File: src/rtl/barrel_shifter_pipe.sv
// -----------------------------------------------------------------------------
// barrel_shifter_pipe
//   Fully pipelined barrel shifter for the ALU datapath. Supports SRA, SLL, SRL
//   and ROR on a WIDTH-bit operand and reports the last bit shifted out. Each
//   pipeline stage applies one power-of-two shift level, so stage k shifts by
//   2^k when bit k of the amount is set. Valid/ready handshake on both sides,
//   one result per cycle at full throughput, LOG2W cycles of latency.
//
// Ports
//   clk        rising-edge clock
//   rst_n      synchronous active-low reset
//   in_valid   request valid
//   in_ready   pipeline can accept a request this cycle
//   in_a       operand
//   in_b       shift amount (0..WIDTH-1)
//   in_aluc    operation: 00 SRA, 01 SLL, 10 SRL, 11 ROR
//   out_valid  result valid
//   out_ready  consumer accepts result
//   out_c      shifted result
//   out_carry  last bit shifted/rotated out, 0 when the amount is 0
//   busy       any stage holds a valid entry
// -----------------------------------------------------------------------------
module barrel_shifter_pipe #(
   parameter  int WIDTH = 32,
   localparam int LOG2W = $clog2(WIDTH)
) (
   input  logic             clk,
   input  logic             rst_n,
   input  logic             in_valid,
   output logic             in_ready,
   input  logic [WIDTH-1:0] in_a,
   input  logic [LOG2W-1:0] in_b,
   input  logic [1:0]       in_aluc,
   output logic             out_valid,
   input  logic             out_ready,
   output logic [WIDTH-1:0] out_c,
   output logic             out_carry,
   output logic             busy
);

   if (WIDTH < 4 || (WIDTH & (WIDTH - 1)) != 0) begin : g_width_check
      $error("barrel_shifter_pipe: WIDTH must be a power of two and >= 4");
   end

   localparam logic [1:0] OP_SRA = 2'b00;
   localparam logic [1:0] OP_SLL = 2'b01;
   localparam logic [1:0] OP_SRL = 2'b10;
   localparam logic [1:0] OP_ROR = 2'b11;

   // Stage registers
   logic [LOG2W-1:0] v_q;
   logic [WIDTH-1:0] data_q  [LOG2W];
   logic [LOG2W-1:0] b_q     [LOG2W];
   logic [1:0]       aluc_q  [LOG2W];
   logic             carry_q [LOG2W];

   // Next-state values presented to each stage
   logic             v_d     [LOG2W];
   logic [WIDTH-1:0] data_d  [LOG2W];
   logic [LOG2W-1:0] b_d     [LOG2W];
   logic [1:0]       aluc_d  [LOG2W];
   logic             carry_d [LOG2W];

   // Stage k loads this cycle (it is empty, or it is handing its entry on)
   logic [LOG2W-1:0] load;

   function automatic logic [WIDTH-1:0] level_shift(
      input logic [WIDTH-1:0] d,
      input logic [1:0]       op,
      input int unsigned      s
   );
      level_shift = d;
      case (op)
         OP_SRA:  level_shift = $unsigned($signed(d) >>> s);
         OP_SLL:  level_shift = d << s;
         OP_SRL:  level_shift = d >> s;
         OP_ROR:  level_shift = (d >> s) | (d << (WIDTH - s));
         default: level_shift = d;
      endcase
   endfunction

   // The carry is fixed at entry from the original operand, so later stages
   // never need to know which partial shift exposed it.
   logic [LOG2W-1:0] amt_m1;
   logic [LOG2W-1:0] amt_neg;
   logic             entry_carry;

   always_comb begin
      amt_m1      = in_b - LOG2W'(1);
      amt_neg     = (~in_b) + LOG2W'(1);   // WIDTH - n, modulo WIDTH
      entry_carry = 1'b0;
      if (in_b != '0) begin
         if (in_aluc == OP_SLL) entry_carry = in_a[amt_neg];
         else                   entry_carry = in_a[amt_m1];
      end
   end

   // A stage can load when the consumer is ready or when any stage from it
   // to the output is empty: that hole absorbs the shift. Written in closed
   // form to avoid a self-referential ready chain.
   always_comb begin
      for (int k = 0; k < LOG2W; k++) begin
         load[k] = out_ready;
         for (int j = k; j < LOG2W; j++) begin
            if (!v_q[j]) load[k] = 1'b1;
         end
      end
   end

   for (genvar k = 0; k < LOG2W; k++) begin : g_stage
      logic             src_v;
      logic [WIDTH-1:0] src_d;
      logic [LOG2W-1:0] src_b;
      logic [1:0]       src_op;
      logic             src_c;

      if (k == 0) begin : g_src_in
         assign src_v  = in_valid;
         assign src_d  = in_a;
         assign src_b  = in_b;
         assign src_op = in_aluc;
         assign src_c  = entry_carry;
      end else begin : g_src_prev
         assign src_v  = v_q[k-1];
         assign src_d  = data_q[k-1];
         assign src_b  = b_q[k-1];
         assign src_op = aluc_q[k-1];
         assign src_c  = carry_q[k-1];
      end

      assign v_d[k]     = src_v;
      assign data_d[k]  = src_b[k] ? level_shift(src_d, src_op, 1 << k) : src_d;
      assign b_d[k]     = src_b;
      assign aluc_d[k]  = src_op;
      assign carry_d[k] = src_c;
   end

   always_ff @(posedge clk) begin
      if (!rst_n) begin
         v_q <= '0;
         for (int k = 0; k < LOG2W; k++) begin
            data_q[k]  <= '0;
            b_q[k]     <= '0;
            aluc_q[k]  <= '0;
            carry_q[k] <= 1'b0;
         end
      end else begin
         for (int k = 0; k < LOG2W; k++) begin
            if (load[k]) begin
               v_q[k] <= v_d[k];
               // Payload only moves with a valid entry, so bubbles never
               // disturb what a stage last held.
               if (v_d[k]) begin
                  data_q[k]  <= data_d[k];
                  b_q[k]     <= b_d[k];
                  aluc_q[k]  <= aluc_d[k];
                  carry_q[k] <= carry_d[k];
               end
            end
         end
      end
   end

   assign in_ready  = load[0];
   assign out_valid = v_q[LOG2W-1];
   assign out_c     = data_q[LOG2W-1];
   assign out_carry = carry_q[LOG2W-1];
   assign busy      = |v_q;

endmodule

File: config.mk
export PLATFORM = sky130hd
export DESIGN_NAME = barrel_shifter_pipe
export DESIGN_NICKNAME = d
export VERILOG_FILES = /design/src/rtl/barrel_shifter_pipe.sv
export SDC_FILE = /design/constraint.sdc
export NUM_CORES = 1
export LEC_CHECK = 0
export ABC_AREA = 1
export CELL_PAD_IN_SITES_DETAIL_PLACEMENT = 1
export CELL_PAD_IN_SITES_GLOBAL_PLACEMENT = 1
export CORE_UTILIZATION = 49
export DETAILED_ROUTE_END_ITERATION = 6
export GPL_TIMING_DRIVEN = 0
export PLACE_DENSITY_LB_ADDON = 0.1
export SETUP_SLACK_MARGIN = 0.2
export SLEW_MARGIN = 20
export SYNTH_ARGS = -nofsm -noshare
export SYNTH_HDL_FRONTEND = slang
export SYNTH_SLANG_ARGS = --single-unit
File: constraint.sdc
create_clock -name clk -period 4.2 [get_ports clk]
set_input_delay 0.84 -clock clk [delete_from_list [all_inputs] [get_ports clk]]
set_output_delay 0.84 -clock clk [all_outputs]
set_load 0.01 [all_outputs]
==> run_results.csv <==
group,metric,value,unit
outcome,run_status,"finished clean",
hold_path,hold_path_class,"flip-flop to flip-flop",
worst_setup_path,critical_path.slowest_cell,"sky130_fd_sc_hd__clkdlybuf4s50_1",
synth,main_combinational_cell_family_by_area_after_synthesis,"simple AND/OR/NAND/NOR gates",
synth,basic_gate_share_of_the_synthesized_area_counting_and_or_nand_and_nor_cells,0.179,
clocking,tritoncts,"yes",
worst_setup_path,timing_worst_setup_path_type,"input port to primary output",
synth,synth_fa_ha_area_frac,0.00238,
synth,ys_ff_latch,188,
die,fp.dieW,149,um
final_layout,area_growth_syn_to_layout,16.7,%
clocking,post_cts.repair.setup_buffers,0,
worst_setup_path,cp_top_family,"buffers and inverters",
drt,drt_pass1_iterations,5,
die,die_height,149,um
clocking,clk_path_buf_depth,2,
power,p_leak,0.00473,uW
drt,route.vias.total,9145,
die,area_enclosed_by_the_die_boundary,0.0221,mm^2
synth,synth_most_common_cell,"sky130_fd_sc_hd__edfxtp_1",
power,worst_ir_drop_vdd,0.285,mV
synth,syn-num-nets,1221,
sta,fin_tns_setup,0,ps
worst_setup_path,crit_top_cell,"sky130_fd_sc_hd__clkdlybuf4s50_1",
placement,finalWeightedCongestion,0.919,
power,intPower,3420,uW
drt,drt_iter0_drc,587,
power,power.switching,1530,uW
drt,routed_via_density,5.86,
synth,ys.flop_type,"sky130_fd_sc_hd__edfxtp_1",
final_layout,fill_cell_instance_count_of_the_final_layout,2468,
die,effective_utilization_at_floorplan,0.501,
clocking,cts.reportedPaths.clkPinSlew,80,ps
die,ioPinCount,79,
placement,placement.io_buffers,77,
power,power_frac_clock,0.322,
worst_setup_path,crit_path_start_kind,"input port",
global_routing,pin_count_of_the_biggest_net_entering_global_routing,38,
power,pwr_density_cell,403,mW/mm^2
power,share_comb_of_total_power,0.198,
sta,layout_skew,13.0,ps
sta,relative_slew_margins,0.332,
synth,synthXorXnorAreaFrac,0.00416,
sta,clock_period_minus_worst_slack,3070,ps
synth,synth_area_leaders,"sky130_fd_sc_hd__edfxtp_1 (52%), sky130_fd_sc_hd__nand2_1 (5.8%), sky130_fd_sc_hd__a21oi_1 (5.8%)",
job,cap_violations,0,
synth,synth.top_cells.by_count,"sky130_fd_sc_hd__edfxtp_1 (183), sky130_fd_sc_hd__nand2_1 (162), sky130_fd_sc_hd__inv_1 (136)",
sta,max_slew_vio_count,0,
worst_setup_path,critical_path_arrival,2230,ps
final_layout,n_antenna_cell,0,
clocking,cts-hold-fix-buffers,0,
synth,synth_edf_count,183,
worst_setup_path,worstPathMaxFanout,4,
synth,synth.area.mux_share,0,
final_layout,fin_nets,1319,
sta,final.period_utilization,0.731,
sta,setup_viol,0,
clocking,clkLatencyLatePin,440,ps
synth,synth_async_sr_flop_share,0,
synth,synth_top_area_frac,0.522,
synth,seq_area_frac_synth,0.531,
worst_setup_path,ordered_list_of_cells_on_the_worst_path,"clkdlybuf4s50_1 > nor2_4 > nand4_1 > inv_2 > nand2_2 > clkdlybuf4s50_1",
worst_setup_path,required,3360,ps
synth,synthCells,1176,
synth,synth_area,0.0105,mm^2
die,coreArea,0.0210,mm^2
final_layout,fraction_of_final_layout_cells_with_drive_strength_greater_than_1,0.121,
drt,final_antenna_net_count,0,
power,switching_share,0.309,
power,power.sequential.fraction,0.480,
drt,totalWireLength,33700,um
die,floorplan.rows,53,
worst_setup_path,worst-path-buf-inv,3,
global_routing,global_route.overflow_total,0,
global_routing,grt_antenna_before_repair,0,
synth,syn_area_per_cell,8.95,um^2
sta,finalHoldViolCount,0,
clocking,number_of_buffers_created_by_cts,17,
synth,synth_largest_area_cell,"sky130_fd_sc_hd__edfxtp_1",
synth,post_synth_num_cell_types,31,
global_routing,grt_first_pass_wirelength,52200,um
sta,tightestPinTransition,994,ps
clocking,clock_sinks,188,
sta,timing.hold.ws,497,ps
global_routing,first_global_vias,9406,
worst_setup_path,worst_path_largest_cell_delay,500,ps
drt,routed_wire_length_per_instance,21.6,um
clocking,post_cts_resize_count,0,
synth,synth-compound-area-share,0.169,
clocking,clock-root-buffer,"sky130_fd_sc_hd__clkbuf_16",
placement,post-dp-hpwl,25500,um
synth,yosys_warnings,0,
global_routing,grt_util_all_layers,0.318,
drt,drc,0,
worst_setup_path,element_type_at_the_critical_path_end,"primary output",
sta,clock.fmax,326,MHz
clocking,clock_tree.htree_level_count,4,
sta,setup_repair_after_global_routing_missed_its_margin,"no",
[layout make-up]
type	instances	area (um^2)	share of cell area
clock buffer	17	425	0.0346
tap	275	344	0.0280
sequential	188	5600	0.456
multi-input combinational	736	3740	0.305
inverter	141	529	0.0431
buffer	111	672	0.0547
timing repair buffer	79	818	0.0666
clock inverter	14	154	0.0125
[path summary, 6_finish.rpt]
kind | from | to | slack [ps] | cells after the start
max | out_ready | in_ready | 1130 | 6
min | v_q[1]$_SDFFE_PN0N_ | v_q[2]$_SDFFE_PN0N_ | 500 | 2
max reg2reg | aluc_q[0][0]$_SDFFCE_PN0P_ | data_q[0][60]$_SDFFCE_PN0P_ | 2110 | 7
min reg2reg | v_q[1]$_SDFFE_PN0N_ | v_q[2]$_SDFFE_PN0N_ | 500 | 2
[worst register-to-register path: stages (launching register included)]
cell and delay, ps:
sky130_fd_sc_hd__edfxtp_1 440, sky130_fd_sc_hd__inv_1 100, sky130_fd_sc_hd__nor2_2 330, sky130_fd_sc_hd__inv_2 160, sky130_fd_sc_hd__clkbuf_1 300, sky130_fd_sc_hd__a21oi_1 240, sky130_fd_sc_hd__o21ai_0 150, sky130_fd_sc_hd__a21oi_1 220
[cell usage in the layout, fill, tap and decap left out, drive strengths merged, types with 40 or more instances in the layout]
cell type / synthesis / layout
buf: 70 / 72
clkdlybuf4s50: 0 / 77
a21oi: 121 / 121
o211ai: 52 / 52
nand2: 163 / 163
clkbuf: 41 / 58
inv: 141 / 147
nand3: 75 / 75
or2: 40 / 40
nor2: 92 / 92
nor3: 50 / 50
o21ai: 73 / 73
edfxtp: 183 / 183
[metal layers]
layer	global-route usage	vias up	share of wire	routed length (um)
met5	0	-	0	0
met1	0.359	4508	0.38	13000
met2	0.587	301	0.53	17900
met3	0.0347	83	0.040	1350
met4	0.169	0	0.043	1470
li1	-	4253	-	-
[logic make-up after synthesis]
kind of cell | count (synthesis)
xor+xnor | 5
compound gates | 306
simple gates | 423
buf+inv | 252
flops | 188
fa+ha+maj | 2
[registers in the layout (all words and copies together), names as in the netlist]
signal and cells:
data_q 160, b_q 10, aluc_q 8, carry_q 5
v_q 5
[power groups by stage]
| stage | sequential [uW] | clock, uW | combinational (uW) |
|---|---|---|---|
| detailed placement | 2420 | 0 | 961 |
| global placement | 2410 | 0 | 928 |
| finish | 2380 | 1600 | 979 |
| global route | 2390 | 1650 | 1060 |
| floorplan | 2370 | 0 | 604 |
| CTS | 2380 | 1600 | 972 |
[stage by stage]
stage                     total power, uW  setup WS (ps)  instance area [um^2]   util  instances
after global routing                 5110           1050                 12300  0.584       1561
after CTS                            4950           1110                 12300  0.584       1561
final                                4950           1130                 12300  0.584       1561
after floorplan                      2970           1590                 10500      -       1176
after detailed placement             3380            836                 11700  0.557       1530
after global placement               3340            739                 11600  0.554       1528
(Power assumes the default switching activity.)
